## src/rtl/ysyx_25040129_csr_ctrl.sv

```systemverilog
// ysyx_25040129_csr_ctrl
// ----------------------
// Multi-cycle controller between the execute stage and the machine-mode CSR
// register file. It accepts one Zicsr / ECALL / MRET operation at a time and
// sequences the CSR file's read port, write port and trap pulses. It then
// returns the old CSR value and any PC redirect to the pipeline.
//
// Ports
//   clk, rst            : clock, asynchronous active-high reset
//   req_*               : operation request (valid/ready handshake)
//   resp_*              : operation response (valid/ready handshake)
//   csr_read_addr       : CSR file read address (held between operations)
//   csr_write_addr,
//   csr_data, csr_write : CSR file write port (csr_write is a 1-cycle pulse)
//   ecall, mret         : 1-cycle trap pulses to the CSR file
//   mepc_data,
//   mcause_data         : trap write data, 0 outside the trap pulse
//   csr_out             : combinational read data from the CSR file
//   target_from_csr     : trap target, registered inside the CSR file
//
// All outputs are registered. Each pulse is loaded on the edge that enters
// its state, so the pulse is high for exactly that state's cycle.
module ysyx_25040129_csr_ctrl #(
  parameter logic [31:0] MCAUSE_ECALL = 32'd11
) (
  input  logic        clk,
  input  logic        rst,
  input  logic        req_valid,
  output logic        req_ready,
  input  logic [2:0]  req_funct3,
  input  logic [11:0] req_csr,
  input  logic [31:0] req_rs1,
  input  logic [4:0]  req_uimm,
  input  logic [31:0] req_pc,
  input  logic        req_ecall,
  input  logic        req_mret,
  output logic        resp_valid,
  input  logic        resp_ready,
  output logic [31:0] resp_rdata,
  output logic        resp_redirect,
  output logic [31:0] resp_target,
  output logic        resp_illegal,
  output logic [11:0] csr_read_addr,
  output logic [11:0] csr_write_addr,
  output logic [31:0] csr_data,
  output logic        csr_write,
  output logic        ecall,
  output logic        mret,
  output logic [31:0] mepc_data,
  output logic [31:0] mcause_data,
  input  logic [31:0] csr_out,
  input  logic [31:0] target_from_csr
);

  localparam logic [11:0] CSR_MEPC = 12'h341;

  typedef enum logic [2:0] {
    S_IDLE  = 3'd0,
    S_READ  = 3'd1,
    S_WRITE = 3'd2,
    S_TRAP  = 3'd3,
    S_TGT   = 3'd4,
    S_RESP  = 3'd5
  } state_t;

  state_t      state_r;
  logic [2:0]  funct3_r;
  logic [11:0] csr_r;
  logic [31:0] rs1_r;
  logic [4:0]  uimm_r;
  logic        is_mret_r;
  logic [31:0] old_r;

  logic [31:0] src_s;
  logic [31:0] new_s;
  logic        illegal_s;
  logic        no_write_s;

  // New CSR value, computed from the live read data while leaving READ.
  always_comb begin
    src_s      = funct3_r[2] ? {27'd0, uimm_r} : rs1_r;
    new_s      = 32'd0;
    illegal_s  = (funct3_r[1:0] == 2'b00);
    // Set/clear forms with a zero rs1 field must not touch the CSR.
    no_write_s = illegal_s || (funct3_r[1] && (uimm_r == 5'd0));
    case (funct3_r[1:0])
      2'b01:   new_s = src_s;
      2'b10:   new_s = csr_out | src_s;
      2'b11:   new_s = csr_out & ~src_s;
      default: new_s = 32'd0;
    endcase
  end

  // Operation sequencer with registered handshake, CSR-side and response outputs.
  always_ff @(posedge clk or posedge rst) begin
    if (rst) begin
      state_r        <= S_IDLE;
      funct3_r       <= 3'd0;
      csr_r          <= 12'd0;
      rs1_r          <= 32'd0;
      uimm_r         <= 5'd0;
      is_mret_r      <= 1'b0;
      old_r          <= 32'd0;
      req_ready      <= 1'b1;
      resp_valid     <= 1'b0;
      resp_rdata     <= 32'd0;
      resp_redirect  <= 1'b0;
      resp_target    <= 32'd0;
      resp_illegal   <= 1'b0;
      csr_read_addr  <= 12'd0;
      csr_write_addr <= 12'd0;
      csr_data       <= 32'd0;
      csr_write      <= 1'b0;
      ecall          <= 1'b0;
      mret           <= 1'b0;
      mepc_data      <= 32'd0;
      mcause_data    <= 32'd0;
    end else begin
      case (state_r)
        S_IDLE: begin
          if (req_valid) begin
            funct3_r  <= req_funct3;
            csr_r     <= req_csr;
            rs1_r     <= req_rs1;
            uimm_r    <= req_uimm;
            // ECALL wins when both trap flags are set.
            is_mret_r <= req_mret && !req_ecall;
            req_ready <= 1'b0;
            if (req_ecall) begin
              ecall       <= 1'b1;
              mepc_data   <= req_pc;
              mcause_data <= MCAUSE_ECALL;
              state_r     <= S_TRAP;
            end else begin
              csr_read_addr <= req_mret ? CSR_MEPC : req_csr;
              state_r       <= S_READ;
            end
          end else begin
            req_ready <= 1'b1;
          end
        end

        S_READ: begin
          old_r <= csr_out;
          if (is_mret_r) begin
            // Rewrite mepc with its own value during the MRET pulse.
            mret      <= 1'b1;
            mepc_data <= csr_out;
            state_r   <= S_TRAP;
          end else begin
            if (!no_write_s) begin
              csr_write      <= 1'b1;
              csr_write_addr <= csr_r;
              csr_data       <= new_s;
            end else begin
              csr_write <= 1'b0;
            end
            state_r <= S_WRITE;
          end
        end

        S_WRITE: begin
          csr_write     <= 1'b0;
          resp_valid    <= 1'b1;
          resp_rdata    <= illegal_s ? 32'd0 : old_r;
          resp_illegal  <= illegal_s;
          resp_redirect <= 1'b0;
          resp_target   <= 32'd0;
          state_r       <= S_RESP;
        end

        S_TRAP: begin
          ecall       <= 1'b0;
          mret        <= 1'b0;
          mepc_data   <= 32'd0;
          mcause_data <= 32'd0;
          state_r     <= S_TGT;
        end

        S_TGT: begin
          // The CSR file has registered its target by now.
          resp_target   <= target_from_csr;
          resp_redirect <= 1'b1;
          resp_rdata    <= 32'd0;
          resp_illegal  <= 1'b0;
          resp_valid    <= 1'b1;
          state_r       <= S_RESP;
        end

        S_RESP: begin
          if (resp_ready) begin
            resp_valid <= 1'b0;
            req_ready  <= 1'b1;
            state_r    <= S_IDLE;
          end else begin
            resp_valid <= 1'b1;
          end
        end

        default: begin
          csr_write   <= 1'b0;
          ecall       <= 1'b0;
          mret        <= 1'b0;
          mepc_data   <= 32'd0;
          mcause_data <= 32'd0;
          resp_valid  <= 1'b0;
          req_ready   <= 1'b1;
          state_r     <= S_IDLE;
        end
      endcase
    end
  end

endmodule

```

## config.mk

```make
export PLATFORM = sky130hd
export DESIGN_NAME = ysyx_25040129_csr_ctrl
export DESIGN_NICKNAME = d
export VERILOG_FILES = /design/src/rtl/ysyx_25040129_csr_ctrl.sv
export SDC_FILE = /design/constraint.sdc
export NUM_CORES = 1
export LEC_CHECK = 0
export ABC_AREA = 1
export CORE_MARGIN = 4
export CORE_UTILIZATION = 40
export DETAILED_ROUTE_END_ITERATION = 6
export MAX_ROUTING_LAYER = met4
export PLACE_DENSITY_LB_ADDON = 0.3
export SYNTH_ARGS = -nofsm -noshare
export SYNTH_HDL_FRONTEND = slang
export SYNTH_SLANG_ARGS = --single-unit
```

## constraint.sdc

```tcl
create_clock -name clk -period 18.75 [get_ports clk]
set_input_delay 3.75 -clock clk [delete_from_list [all_inputs] [get_ports clk]]
set_output_delay 3.75 -clock clk [all_outputs]
set_load 0.02 [all_outputs]
```

==> flow_metrics.env <==
export IMPL_status="completed"
export IMPL_drtAntennaViolNets=0
export IMPL_r2r_end="csr_r[5]$_DFFE_PP0P_"
export IMPL_syn_instance_count=1365
export IMPL_critPathMaxStageDelay_ps=620
export IMPL_pin_count=345
export IMPL_synth_warnings=0
export IMPL_vias_per_cell=4.919
export IMPL_hold_viol=0
export IMPL_peakVddDrop_uv=88.57
export IMPL_globalplace_congestion=0.9124
export IMPL_p_leak_nw=7.706
export IMPL_cts_made_buffers=27
export IMPL_rr_startpoint="state_r[0]$_DFFE_PP0P_"
export IMPL_cp_data_required_time_ps=19150
export IMPL_relSlewSlack=0.1875
export IMPL_synthTopCellsByCount="683 x nand2_1, 246 x dfrtp_1, 142 x nand3_1"
export IMPL_skew_ps=16.55
export IMPL_drive_gt1_frac=0.04461
export IMPL_cts_path_max_buffers=3
export IMPL_numClockSinks=247
export IMPL_ff2ff_setup_slack_ps=15630
export IMPL_end_kind="register"
export IMPL_clock_latency_ps=520
export IMPL_grt_overflow=0
export IMPL_avgSynthCellArea_um2=8.043
export IMPL_syn2layout_area_growth_pct=37.02
export IMPL_vias=9843
export IMPL_multi_input_area_mm2=0.004019
export IMPL_synth_most_common_cell="nand2_1"
export IMPL_synth_edf_count=0
export IMPL_firstDrtPassIters=5
export IMPL_die_x_um=173.7
export IMPL_routed_wl_um=33810
export IMPL_min_from="resp_target[24]$_DFFE_PP0P_"
export IMPL_cts_setup_buffers=0
export IMPL_yosysSeqAreaShare=0.5631
export IMPL_path_max_fanout=86
export IMPL_setup_violations=0
export IMPL_final_nets=1793
export IMPL_hp_class="reg2reg"
export IMPL_post_dp_hpwl_um=23980
export IMPL_initial_core_util=0.4073
export IMPL_rsz0062_at_grt="no"
export IMPL_route_detailed_drc=0
export IMPL_setup_tns_final_ps=0
export IMPL_dieHeight_um=173.7
export IMPL_post_cts_resized=0
export IMPL_cts_tree="yes"
export IMPL_num_rows=60
export IMPL_synth_ff_type="dfrtp_1"
export IMPL_fmax_ghz=0.1810
export IMPL_path_class="in2reg"
export IMPL_fp_coreArea_mm2=0.02695
export IMPL_grt_pass1_wl_um=53560
export IMPL_worstHoldPathCells=2
export IMPL_dpl_cell_area_mm2=0.01411
export IMPL_regArea_mm2=0.006182
export IMPL_arrival_ps=5930
export IMPL_grt_max_degree=104
export IMPL_synth_top_cell_area_share=0.5607
export IMPL_clk_pin_slew_ps=60
export IMPL_netlist_area_mm2=0.01098
export IMPL_synth_area_top_cells="dfrtp_1 56%, nand2_1 23%, nand3_1 6.5%"
export IMPL_ys_seq_elements=247
export IMPL_synth_top_cell_by_area="dfrtp_1"
export IMPL_tightest_slew_ps=1216
export IMPL_powerDensity_mw_per_mm2=176.4
export IMPL_fillers=2489
export IMPL_start_kind="input port"
export IMPL_path_cells="clkdlybuf4s50_1 -> inv_1 -> nor2_4 -> buf_4 -> inv_1 -> nand2_1 -> nand2_1"
export IMPL_drv_cap=0
export IMPL_h_tree_depth=1
export IMPL_hold_path_end="resp_target[24]$_DFFE_PP0P_"
export IMPL_final_cell_area_mm2=0.01504
export IMPL_synth_async_reset_ratio=1.000
export IMPL_grt_pass1_vias=9651
export IMPL_cts_hold_buffers=0
export IMPL_dieArea_mm2=0.03016
export IMPL_antenna_found_initial=1
export IMPL_min_period_ps=5525
export IMPL_port_buffers=315
export IMPL_r2r_cells=7
export IMPL_clockRootBuffer="clkbuf_16"
export IMPL_timing_final_crit_share=0.2947
export IMPL_yosysUniqueCellTypes=25
export IMPL_finalMaxSlewViolations=0
export IMPL_slowest_stage="buf_4"
export IMPL_drtIter0Drc=768
export IMPL_routedWlPerCell_um=16.90
export IMPL_grt_usage=0.2231
[routing by layer]
metal  wire (µm)  global-route usage  vias up
li1            -                   -     4750
met2       15340              0.3432      376
met1       15010              0.3049     4657
met4         983             0.05708        0
met5           0                   -        -
met3        2473             0.04689       60
[logic make-up (layout without fill, tap and decap cells)]
group,after synthesis,count (layout),share of synthesized area
AOI/OAI and AO/OA,86,86,0.03955
buffers and inverters,176,442,0.08149
DFF,247,247,0.5631
other,1,30,0.0003416
and+or+nand+nor,855,855,0.3155
[area by class of cell]
class                   instances  share of cell area
inverters                      70             0.01805
repair buffers                323              0.2136
diodes                          1           0.0001664
multi-input cells             970              0.2672
clock buffers                  40             0.05349
flip-flops and latches        247              0.4110
clock inverters                 9            0.008152
well taps                     341             0.02836
[placed cells by master, fill, tap and decap left out, types with 5 or more instances in the layout]
cell and count:
nand2_1 683, clkdlybuf4s50_1 315, dfrtp_1 246, nand3_1 141
o21ai_1 62, inv_1 62, conb_1 29, clkbuf_16 27
o21ai_0 17, nor2_1 13, clkbuf_8 8, buf_4 8
clkinv_2 6, a21oi_1 5, inv_2 5, nand3_2 5
clkbuf_1 5
[worst max-delay path by stage]
stage              start  cells past startpoint                          to  slack, ps
6_report       req_valid                      7        csr_r[5]$_DFFE_PP0P_      13220
5_1_grt        req_valid                      7        csr_r[5]$_DFFE_PP0P_      13040
4_1_cts        req_valid                      7        csr_r[5]$_DFFE_PP0P_      13240
3_5_place_dp   req_valid                      7        csr_r[5]$_DFFE_PP0P_      12690
3_3_place_gp   req_valid                      6  mcause_data[1]$_DFFE_PP0P_      12740
2_1_floorplan        rst                      1     csr_data[0]$_DFFE_PP0P_       8220
[power by group]
part | internal (W) | total (W) | switching (W)
Combinational | 0.000447 | 0.00122 | 0.000777
Clock | 0.000336 | 0.000548 | 0.000212
Sequential | 0.000755 | 0.000882 | 0.000128
Total | 0.00154 | 0.00265 | 0.00112
[worst max-delay path, delay by kind of cell]
| kind | cells | cell delay, ps |
|---|---|---|
| buffers and inverters | 4 | 1780 |
| and+or+nand+nor | 3 | 360 |
[stage by stage]
stage | hold WS (ps) | power (W) | setup slack, ps | instances | util
3_5_place_dp | 458.7 | 0.002119 | 12690 | 1951 | 0.5236
5_1_grt | 489.1 | 0.002845 | 13040 | 2001 | 0.5581
3_3_place_gp | 452.5 | 0.002087 | 12740 | 1951 | 0.5236
4_1_cts | 472.2 | 0.002678 | 13240 | 2000 | 0.5580
2_1_floorplan | 442.2 | 0.001655 | 8215 | 1393 | -
6_report | 466.4 | 0.002654 | 13220 | 2001 | 0.5581
[flip-flops by register name, summed over array words and instances, names as in the netlist, 32 cells and up]
register and count:
resp_rdata 32, resp_target 32, rs1_r 32, old_r 32, csr_data 32, mepc_data 32
(Power assumes the default switching activity.)
